==> src/rtl/vga_scanout.sv <==
// VGA read-side engine: 640x480@60 timing from CPUclk, fetches monochrome screen
// words from the RAM pixel port and shifts them out LSB-first on a 1-bit video line.
module vga_scanout #(
    parameter int WIDTH    = 16,
    parameter int CLK_DIV  = 2,
    parameter int SCREEN_W = 512,
    parameter int SCREEN_H = 256,
    parameter int H_VIS    = 640,
    parameter int H_FP     = 16,
    parameter int H_SYNC   = 96,
    parameter int H_BP     = 48,
    parameter int V_VIS    = 480,
    parameter int V_FP     = 10,
    parameter int V_SYNC   = 2,
    parameter int V_BP     = 33
) (
    input  logic             CPUclk,
    input  logic             rst,
    input  logic [WIDTH-1:0] pixel_word,
    output logic [9:0]       pixel_x,
    output logic [9:0]       pixel_y,
    output logic             hsync,
    output logic             vsync,
    output logic             video,
    output logic             frame_start
);

    localparam int H_TOTAL = H_VIS + H_FP + H_SYNC + H_BP;
    localparam int V_TOTAL = V_VIS + V_FP + V_SYNC + V_BP;
    localparam int DW      = $clog2(CLK_DIV);

    localparam logic [DW-1:0] DIV_LAST = DW'(CLK_DIV - 1);
    localparam logic [9:0] H_LAST = 10'(H_TOTAL - 1);
    localparam logic [9:0] V_LAST = 10'(V_TOTAL - 1);
    localparam logic [9:0] HS_BEG = 10'(H_VIS + H_FP);
    localparam logic [9:0] HS_END = 10'(H_VIS + H_FP + H_SYNC);
    localparam logic [9:0] VS_BEG = 10'(V_VIS + V_FP);
    localparam logic [9:0] VS_END = 10'(V_VIS + V_FP + V_SYNC);
    localparam logic [9:0] SCR_W  = 10'(SCREEN_W);
    localparam logic [9:0] SCR_H  = 10'(SCREEN_H);
    localparam logic [9:0] WORD   = 10'(WIDTH);

    logic [DW-1:0]    div;
    logic [9:0]       h;
    logic [9:0]       v;
    logic [WIDTH-1:0] shreg;

    logic             pix_en;
    logic             scr;
    logic             word_start;
    logic             last_word;
    logic [10:0]      next_x;
    logic [9:0]       next_y;

    always_comb begin
        pix_en     = (div == DIV_LAST);
        scr        = (h < SCR_W) && (v < SCR_H);
        word_start = ((h % WORD) == 10'd0);
        // One extra bit so h+WIDTH cannot wrap when the screen spans the full line.
        next_x     = {1'b0, h} + {1'b0, WORD};
        last_word  = (next_x >= {1'b0, SCR_W});
        next_y     = (v + 10'd1 == SCR_H) ? 10'd0 : v + 10'd1;
    end

    // NOTE: sequential state uses non-blocking assignments only, so every branch
    // below sees the pre-increment h and v regardless of statement order.
    always_ff @(posedge CPUclk) begin
        if (rst) begin
            div         <= '0;
            h           <= '0;
            v           <= '0;
            shreg       <= '0;
            pixel_x     <= '0;
            pixel_y     <= '0;
            hsync       <= 1'b1;
            vsync       <= 1'b1;
            video       <= 1'b0;
            frame_start <= 1'b0;
        end else begin
            div         <= pix_en ? '0 : div + DW'(1);
            frame_start <= pix_en && (h == 10'd0) && (v == 10'd0);
            if (pix_en) begin
                if (h == H_LAST) begin
                    h <= '0;
                    v <= (v == V_LAST) ? 10'd0 : v + 10'd1;
                end else begin
                    h <= h + 10'd1;
                end
                hsync <= !((h >= HS_BEG) && (h < HS_END));
                vsync <= !((v >= VS_BEG) && (v < VS_END));

                if (scr && word_start) begin
                    video <= pixel_word[0];
                    shreg <= pixel_word >> 1;
                    if (last_word) begin
                        pixel_x <= '0;
                        pixel_y <= next_y;
                    end else begin
                        pixel_x <= next_x[9:0];
                    end
                end else if (scr) begin
                    video <= shreg[0];
                    shreg <= shreg >> 1;
                end else begin
                    video <= 1'b0;
                end
            end
        end
    end

endmodule

==> config.mk <==
export PLATFORM = sky130hd
export DESIGN_NAME = vga_scanout
export DESIGN_NICKNAME = d
export VERILOG_FILES = /design/src/rtl/vga_scanout.sv
export SDC_FILE = /design/constraint.sdc
export NUM_CORES = 1
export LEC_CHECK = 0
export BUFFER_PORTS_ARGS = -buffer_cell sky130_fd_sc_hd__buf_4
export CORE_ASPECT_RATIO = 1.75
export CORE_MARGIN = 4
export CORE_UTILIZATION = 60
export DETAILED_ROUTE_END_ITERATION = 6
export GPL_TIMING_DRIVEN = 0
export MAX_ROUTING_LAYER = met4
export PLACE_DENSITY = 0.84
export SYNTH_ARGS = -nofsm -noshare
export SYNTH_HDL_FRONTEND = slang
export SYNTH_SLANG_ARGS = --single-unit
==> constraint.sdc <==
create_clock -name CPUclk -period 4.5 [get_ports CPUclk]
set_input_delay 0.45 -clock CPUclk [delete_from_list [all_inputs] [get_ports CPUclk]]
set_output_delay 0.45 -clock CPUclk [all_outputs]
set_load 0.03 [all_outputs]
# ---- Word level (Yosys, flattened, before mapping)
# Index checks and enable logic that the tools add are counted.
dict set report word_totals {
  ff_bits 61
  input_bits 18
  out_inout_bits 24
  wordCells 49
}
dict set report classes {
  addsub 4
  n_lt_le_gt_ge 7
  n_eq_ne 3
  muxes 8
  n_reduce_logical 17
}
# op count
set op_table {}
lappend op_table {{10-bit 2-to-1 mux} 4}
lappend op_table {{16-bit 2-to-1 mux} 2}
lappend op_table {{10-bit logical NOT} 3}
lappend op_table {{10-bit by 1-bit adder with 10-bit output, second input constant} 2}
lappend op_table {{10-bit == test, second input constant} 2}
lappend op_table {{10-bit less-than comparator, second input constant} 2}
lappend op_table {{10-bit by 9-bit less-than comparator with 1-bit output, second input constant} 2}
lappend op_table {{10-bit by 5-bit adder with 11-bit output, second input constant} 1}
lappend op_table {{11-bit by 10-bit greater-or-equal comparator with 1-bit output, second input constant} 1}
lappend op_table {{10-bit by 9-bit == test with 1-bit output, second input constant} 1}
lappend op_table {{10-bit greater-or-equal comparator, second input constant} 1}
lappend op_table {{10-bit by 9-bit greater-or-equal comparator with 1-bit output, second input constant} 1}
lappend op_table {{1-bit logical AND} 6}
lappend op_table {{2-bit AND reduction} 3}
lappend op_table {{3-bit AND reduction} 1}
lappend op_table {{1-bit logical NOT} 2}
lappend op_table {{1-bit 2-to-1 mux} 2}
lappend op_table {{2-bit nonzero test} 1}
lappend op_table {{2-bit OR reduction} 1}
lappend op_table {{1-bit adder, second input constant} 1}

# ---- Logic depth before layout (Yosys ltp)
# Gate-level depths: netlist (run 1).
dict set report depth {
  depth_word 5
  depth_mapped 10
  depth_no_buf 7
}

# ---- Worst setup path before layout (run 1)
# OpenSTA, ideal clock, no wires.
dict set report synth_path {
  path_type {register -> register}
  from {register h[0]}
  to {register v[9]}
  setup_time_ps 67
  arrival_ps 2198
  required_time_ps 4433
  path_slack_ps 2235
  stages_incl_launch_ff 9
  path_buffers 2
  synth_period_minus_slack_ps 2265
  path_cell_list {dfxtp_1 ha_1 nand4_2 or4_4 buf_6 or3_1 buf_6 or3_1 o21ai_2}
}
dict set report synth_via {
  elab_chain_len 2
}
# element line
set synth_rtl {}
lappend synth_rtl {{start, declared} 44} ;# logic [9:0] h;
lappend synth_rtl {{start signal, assigned} 87} ;# h <= h + 10'd1;
lappend synth_rtl {{10-bit == test} 83} ;# if (h == H_LAST) begin
lappend synth_rtl {{2-bit AND reduction (no source line)} --}
lappend synth_rtl {{end signal, assigned} 85} ;# v <= (v == V_LAST) ? 10'd0 : v + 10'd1;
lappend synth_rtl {{end, declared} 45} ;# logic [9:0] v;
# Every way passes these cells.
# A chain may end at the register's enable or synchronous reset.

# ---- Worst setup path in the final report (run 1)
dict set report layout_path {
  from {register h[0]}
  to {register pixel_y[5]}
}
dict set report layout_via {
  elab_chain_len 4
  elab_cells_between_ends 7
  classes_between {add/sub: 1; order compare: 2; reduce/logical: 4}
}
# element line
set layout_rtl {}
lappend layout_rtl {{parallel branches: the longest is 3 deep, another holds 10-bit by 5-bit adder with 11-bit output} --}
lappend layout_rtl {{3-bit AND reduction (no source line) (*)} --}
lappend layout_rtl {{end signal, assigned} 97} ;# pixel_y <= next_y;
lappend layout_rtl {{end, declared} 21} ;# output logic [9:0] pixel_y,
# Mark *: on every way between the ends.

==> results of run 1 <==
flip-flops by register name, summed over array words and instances, names as in the netlist:
name	flops
hsync	1
v	10
vsync	1
video	1
shreg	15
frame_start	1
h	10
pixel_y	10
div	1
pixel_x	10
layer usage:
layer	GRT usage	vias to the layer above	wire length [um]
li1	-	1174	-
met1	0.243	1138	2370
met2	0.437	76	3580
met3	0.0612	27	321
met4	0.141	0	289
met5	-	-	0
synth_stat cells (all sizes together):
cell / instances
buf: 7
mux2i: 17
a22oi: 2
o22ai: 1
nand3: 8
nand3b: 2
inv: 12
and2: 3
o31ai: 1
nor2b: 2
nor3b: 5
or3: 4
a31oi: 2
nand4: 4
o21ai: 11
nand2: 14
nor3: 3
dfxtp: 60
a211oi: 21
a2111oi: 1
or4: 2
clkbuf: 16
o211ai: 1
ha: 8
nor4: 5
a21o: 3
and3: 10
xnor2: 13
xor2: 7
mux2: 1
nand4b: 2
nor4b: 2
a21oi: 10
nor2: 46
nand2b: 4
cell families (layout without fill, tap and decap cells):
| kind of cell | count (synthesis) | after routing | share of synthesized area |
|---|---|---|---|
| xor+xnor | 20 | 20 | 0.0636 |
| mux | 18 | 18 | 0.0659 |
| fa+ha+maj | 8 | 8 | 0.0363 |
| compound gates | 53 | 53 | 0.126 |
| buf+inv | 35 | 91 | 0.0541 |
| flops | 60 | 60 | 0.436 |
| simple gates | 116 | 116 | 0.218 |
where the power goes:
part	switching (W)	internal (W)	total, W
Combinational	0.0000674	0.0000509	0.000118
Clock	0.000209	0.000366	0.000576
Sequential	0.0000114	0.000549	0.000561
Total	0.000288	0.000966	0.00125
cells in the final DEF (no fill, tap or decap), types with 9 or more instances in the layout:
cell,n
inv_1,12
a211oi_1,21
xnor2_1,13
a21oi_1,10
clkbuf_1,18
and3_1,10
buf_4,40
nor2_1,46
clkbuf_8,9
nand2_1,14
mux2i_1,17
o21ai_0,10
dfxtp_1,60
layout make-up:
cell class	instances	area, um2	area share
sequential	60	1200	0.359
clock inverter	5	100	0.0299
clock buffer	11	131	0.0392
timing repair buffer	40	300	0.0897
buffer	23	104	0.0310
tap	51	63.8	0.0191
multi-input combinational	215	1400	0.419
inverter	12	45.0	0.0134
worst max-delay path: stages (launching register included):
cell	delay [ns]
dfxtp_1	0.35
inv_1	0.07
ha_1	0.14
nor3b_1	0.25
buf_1	0.46
and2_0	0.19
clkbuf_1	0.28
and2_1	0.28
clkbuf_1	0.46
a211oi_1	0.15
through the flow:
stage               setup WS, ns   util
detailed placement          1.77  0.702
floorplan                   2.23      -
global route                1.53  0.754
finish                      1.71  0.754
global placement            1.87  0.702
CTS                         1.74  0.754
path summary, 6_finish.rpt:
check                  from          to  slack [ns]  cells past startpoint
max reg2reg            h[0]  pixel_y[5]        1.71                      9
max                    h[0]  pixel_y[5]        1.71                      9
min          pixel_word[15]   shreg[14]        0.35                      3
min reg2reg      pixel_x[7]  pixel_x[7]        0.47                      2
==> results.tsv, run 1 <==
stage	metric	value	unit
run_status	run_status	complete, no violations	
routing	first_iter_violations	104	
critical_path	worstPathMaxFanout	10	
synthesis	synthCells	310	
clock_tree	clock_sinks	60	
clock_tree	htreeDepth	3	
die	num_rows	32	
die	die_y	97.6	um
synthesis	synth-seq-cells	60	
clock_tree	clock_latency	0.34	ns
global_route	gr-total-overflow	0	
min_path	hold_path.class	primary input to register	
critical_path	crit_type	register to register	
clock_tree	cts_resized	0	
clock_tree	cts_max_path_buffers	2	
clock_tree	post_cts_buffers	0	
clock_tree	clk_pin_slew_worst_paths	0.07	ns
timing	rsz0062_at_grt	false	
routing	route.detailed.drc	0	
critical_path	crit_arrival	2.99	ns
run	cap_violations	0	
power	irDropWorstVdd	0.314	mV
timing	max_freq	358	MHz
placement	portBuffers	40	
routing	antenna_left	0	
timing	max_slew_margin	0.505	
timing	fin_setup_tns	0	ns
final_layout	fin_cells	417	
power	power.density	375	mW/mm2
placement	place.gp.congestion	0.866	
clock_tree	numCtsBuffers	9	
synthesis	synth_warnings	0	
critical_path	crit_path_end_kind	register	
routing	viasPerCell	5.79	
die	die_w	59.2	um
final_layout	finish.instance_area	0.00335	mm2
final_layout	fin_nets	387	
routing	via_count	2415	
global_route	grt_pass1_vias	2432	
timing	min_period	2.79	ns
synthesis	seq_area_frac_synth	0.436	
die	initial_core_util	0.620	
power	p_leak	1.43	nW
final_layout	area_growth	21.6	%
critical_path	start_kind	register	
placement	place_area	0.00312	mm2
timing	maxSlewViolCount	0	
timing	setup_violations	0	
placement	place_inst	401	
timing	whs	0.355	ns
critical_path	critPathRequiredTime	4.70	ns
global_route	antenna_found_initial	0	
global_route	grt_usage	0.253	
synthesis	synth_cell_type_count	43	
synthesis	synth_area	0.00275	mm2
clock_tree	cts_tree	yes	
timing	skew	0.00652	ns
synthesis	yosysTopAreaCell	dfxtp_1	
synthesis	syn_area_per_cell	8.88	um2
placement	dp.final_hpwl	4670	um
die	die_area	0.00578	mm2
die	io_pins	42	
timing	hold_violations	0	
routing	wire_per_inst	15.7	um
timing	fin_crit_sh	0.620	
synthesis	synth.top_cell.area_share	0.436	
power	p_total	0.00125	W
synthesis	syn-num-nets	336	
final_layout	layout-drive-gt1-share	0.175	
final_layout	fill_cells	327	
routing	dr.pass1.iters	4	
timing	worst_pin_slew	0.736	ns
synthesis	synth_area_leaders	dfxtp_1 44%, nor2_1 6.3%, mux2i_1 6.2%	
routing	drt-total-wl	6560	um
clock_tree	cts-root-buf	clkbuf_8	
final_layout	n_antenna_cell	0	
global_route	grt_pass1_wl	10900	um
clock_tree	postCtsHoldBufs	0	
global_route	grt_max_degree	11	
die	coreArea	0.00444	mm2
Note: power is estimated with default switching activity, not from simulation.
==> inputs of run 2 (changes only) <==
CORE_UTILIZATION = 51   (was 60)
PLACE_DENSITY = 0.76   (was 0.84)
clock period = 2.4 ns   (was 4.5 ns; I/O delays follow)
==> run 2 against run 1 <==
Effect of this change: first-iteration DRC count up 5.8%; via count down 0.75%; routed wire length is 3.8% lower; power grew 91%; sequential cell count did not move; cell count is 0.96% higher; largest cell class unchanged.
==> results.tsv, run 2 (same netlist as run 1, synthesis figures left out) <==
stage	metric	value	unit
power	switchingPower	0.000549	W
power	intPower	0.00185	W
die	die_y	105	um
global_route	grt_max_degree	12	
timing	fin_crit_sh	0.972	
final_layout	finish.instance_area	0.00341	mm2
power	p_leak	1.45	nW
final_layout	layout-drive-gt1-share	0.199	
critical_path	cpPeakStageDelay	0.50	ns
placement	dp.final_hpwl	4640	um
routing	antenna_left	0	
power	seq_power_share	0.439	
timing	min_period	2.33	ns
critical_path	worstPathMaxFanout	10	
power	pwr-share-clk	0.467	
timing	hold_violations	0	
routing	first_iter_violations	110	
critical_path	r2r_start	h[0]	
placement	place.gp.congestion	0.959	
routing	viasPerCell	5.69	
critical_path	crit_chain	ha_2 > nand4_4 > or4_4 > buf_6 > or3_1 > buf_6 > or3_1 > o21ai_2	
final_layout	layout_common_cells	58 x dfxtp_1, 46 x nor2_1, 41 x buf_4	
placement	place_inst	405	
clock_tree	cts_max_path_buffers	2	
timing	setup_violations	0	
global_route	grt_pass1_vias	2396	
min_path	min_from	pixel_word[15]	
critical_path	path_delay_family	simple AND/OR/NAND/NOR gates	
die	coreArea	0.00526	mm2
power	switching_share	0.229	
clock_tree	htreeDepth	3	
critical_path	critPathRequiredTime	2.68	ns
global_route	gr-total-overflow	0	
timing	fin_setup_tns	0	ns
global_route	antenna_found_initial	0	
clock_tree	clock_sinks	60	
critical_path	cp-startpoint	h[0]	
timing	maxSlewViolCount	0	
timing	setup_slack	0.0668	ns
clock_tree	postCtsHoldBufs	0	
routing	wire_per_inst	15.0	um
final_layout	largest_reg_flops	15	
placement	place_area	0.00312	mm2
power	p_comb_frac	0.094	
placement	pre_cts_ws	-0.318	ns
final_layout	largest-register	shreg	
die	io_pins	42	
min_path	hold_path.class	primary input to register	
final_layout	mostFrequentLayoutCell	dfxtp_1	
die	die_area	0.00669	mm2
clock_tree	cts-root-buf	clkbuf_8	
routing	drt-total-wl	6310	um
timing	max_freq	429	MHz
critical_path	start_kind	register	
placement	portBuffers	40	
final_layout	fin_cells	421	
critical_path	crit_path_end_kind	register	
critical_path	cpMaxStageDelayCell	or4_4	
clock_tree	clock_latency	0.35	ns
routing	dr.pass1.iters	4	
routing	via_count	2397	
power	irDropWorstVdd	0.610	mV
global_route	grt_usage	0.208	
final_layout	fin_nets	387	
global_route	grt_pass1_wl	10600	um
final_layout	n_antenna_cell	0	
critical_path	crit_arrival	2.61	ns
die	die_w	63.6	um
timing	max_slew_margin	0.517	
timing	skew	0.00997	ns
clock_tree	cts_tree	yes	
final_layout	area_growth	23.7	%
critical_path	crit_buf_inv	2	
die	num_rows	35	
run	cap_violations	0	
routing	route.detailed.drc	0	
power	power.density	703	mW/mm2
clock_tree	clk_pin_slew_worst_paths	0.06	ns
final_layout	fin_util	0.648	
critical_path	crit_type	register to register	
die	initial_core_util	0.524	
clock_tree	numCtsBuffers	9	
run_status	run_status	complete, no violations	
timing	worst_pin_slew	0.718	ns
## run 2: metrics by stage
stage / power (W) / hold WS (ns)
6_report: 0.00240 / 0.131
4_1_cts: 0.00242 / 0.120
2_1_floorplan: 0.00122 / 0.379
5_1_grt: 0.00249 / 0.157
3_3_place_gp: 0.00129 / 0.440
3_5_place_dp: 0.00129 / 0.448
## run 2: worst paths after layout
path / endpoint / slack, ns / depth (start not counted)
worst max register to register: v[9] / 0.07 / 8
worst min-delay path: shreg[14] / 0.13 / 3
worst min register to register: pixel_x[7] / 0.45 / 2
worst max-delay path: v[9] / 0.07 / 8
## run 2: routing by layer
metal,GRT usage,vias up,wire length (um)
li1,-,1177,-
met1,0.207,1117,2350
met2,0.365,78,3350
met3,0.0554,25,361
met4,0.110,0,247
met5,-,-,0
## run 2: cell type report
type                       instances  area (um2)
fill                             447        1850
multi-input combinational        215        1420
sequential                        60        1210
timing repair buffer              40         300
clock buffer                      10         138
buffer                            23         114
clock inverter                     6         111
tap                               55        68.8
inverter                          12        45.0
## run 2: power by group through the flow
stage | Combinational [W] | Clock (W) | Sequential (W)
finish | 0.000225 | 0.00112 | 0.00105
global route | 0.000249 | 0.00119 | 0.00105
CTS | 0.000225 | 0.00114 | 0.00105
detailed placement | 0.000221 | 0 | 0.00107
global placement | 0.000216 | 0 | 0.00107
floorplan | 0.000138 | 0 | 0.00108
## run 2: tightest hold or removal path: stages
cell and delay (ns):
buf_4 0.08, a21oi_1 0.05, nor2_1 0.07
## run 2: timing repair
item                       in CTS  in global routing
resized for setup               7                  6
setup endpoints to repair      15                  9
setup buffers                   0                  0
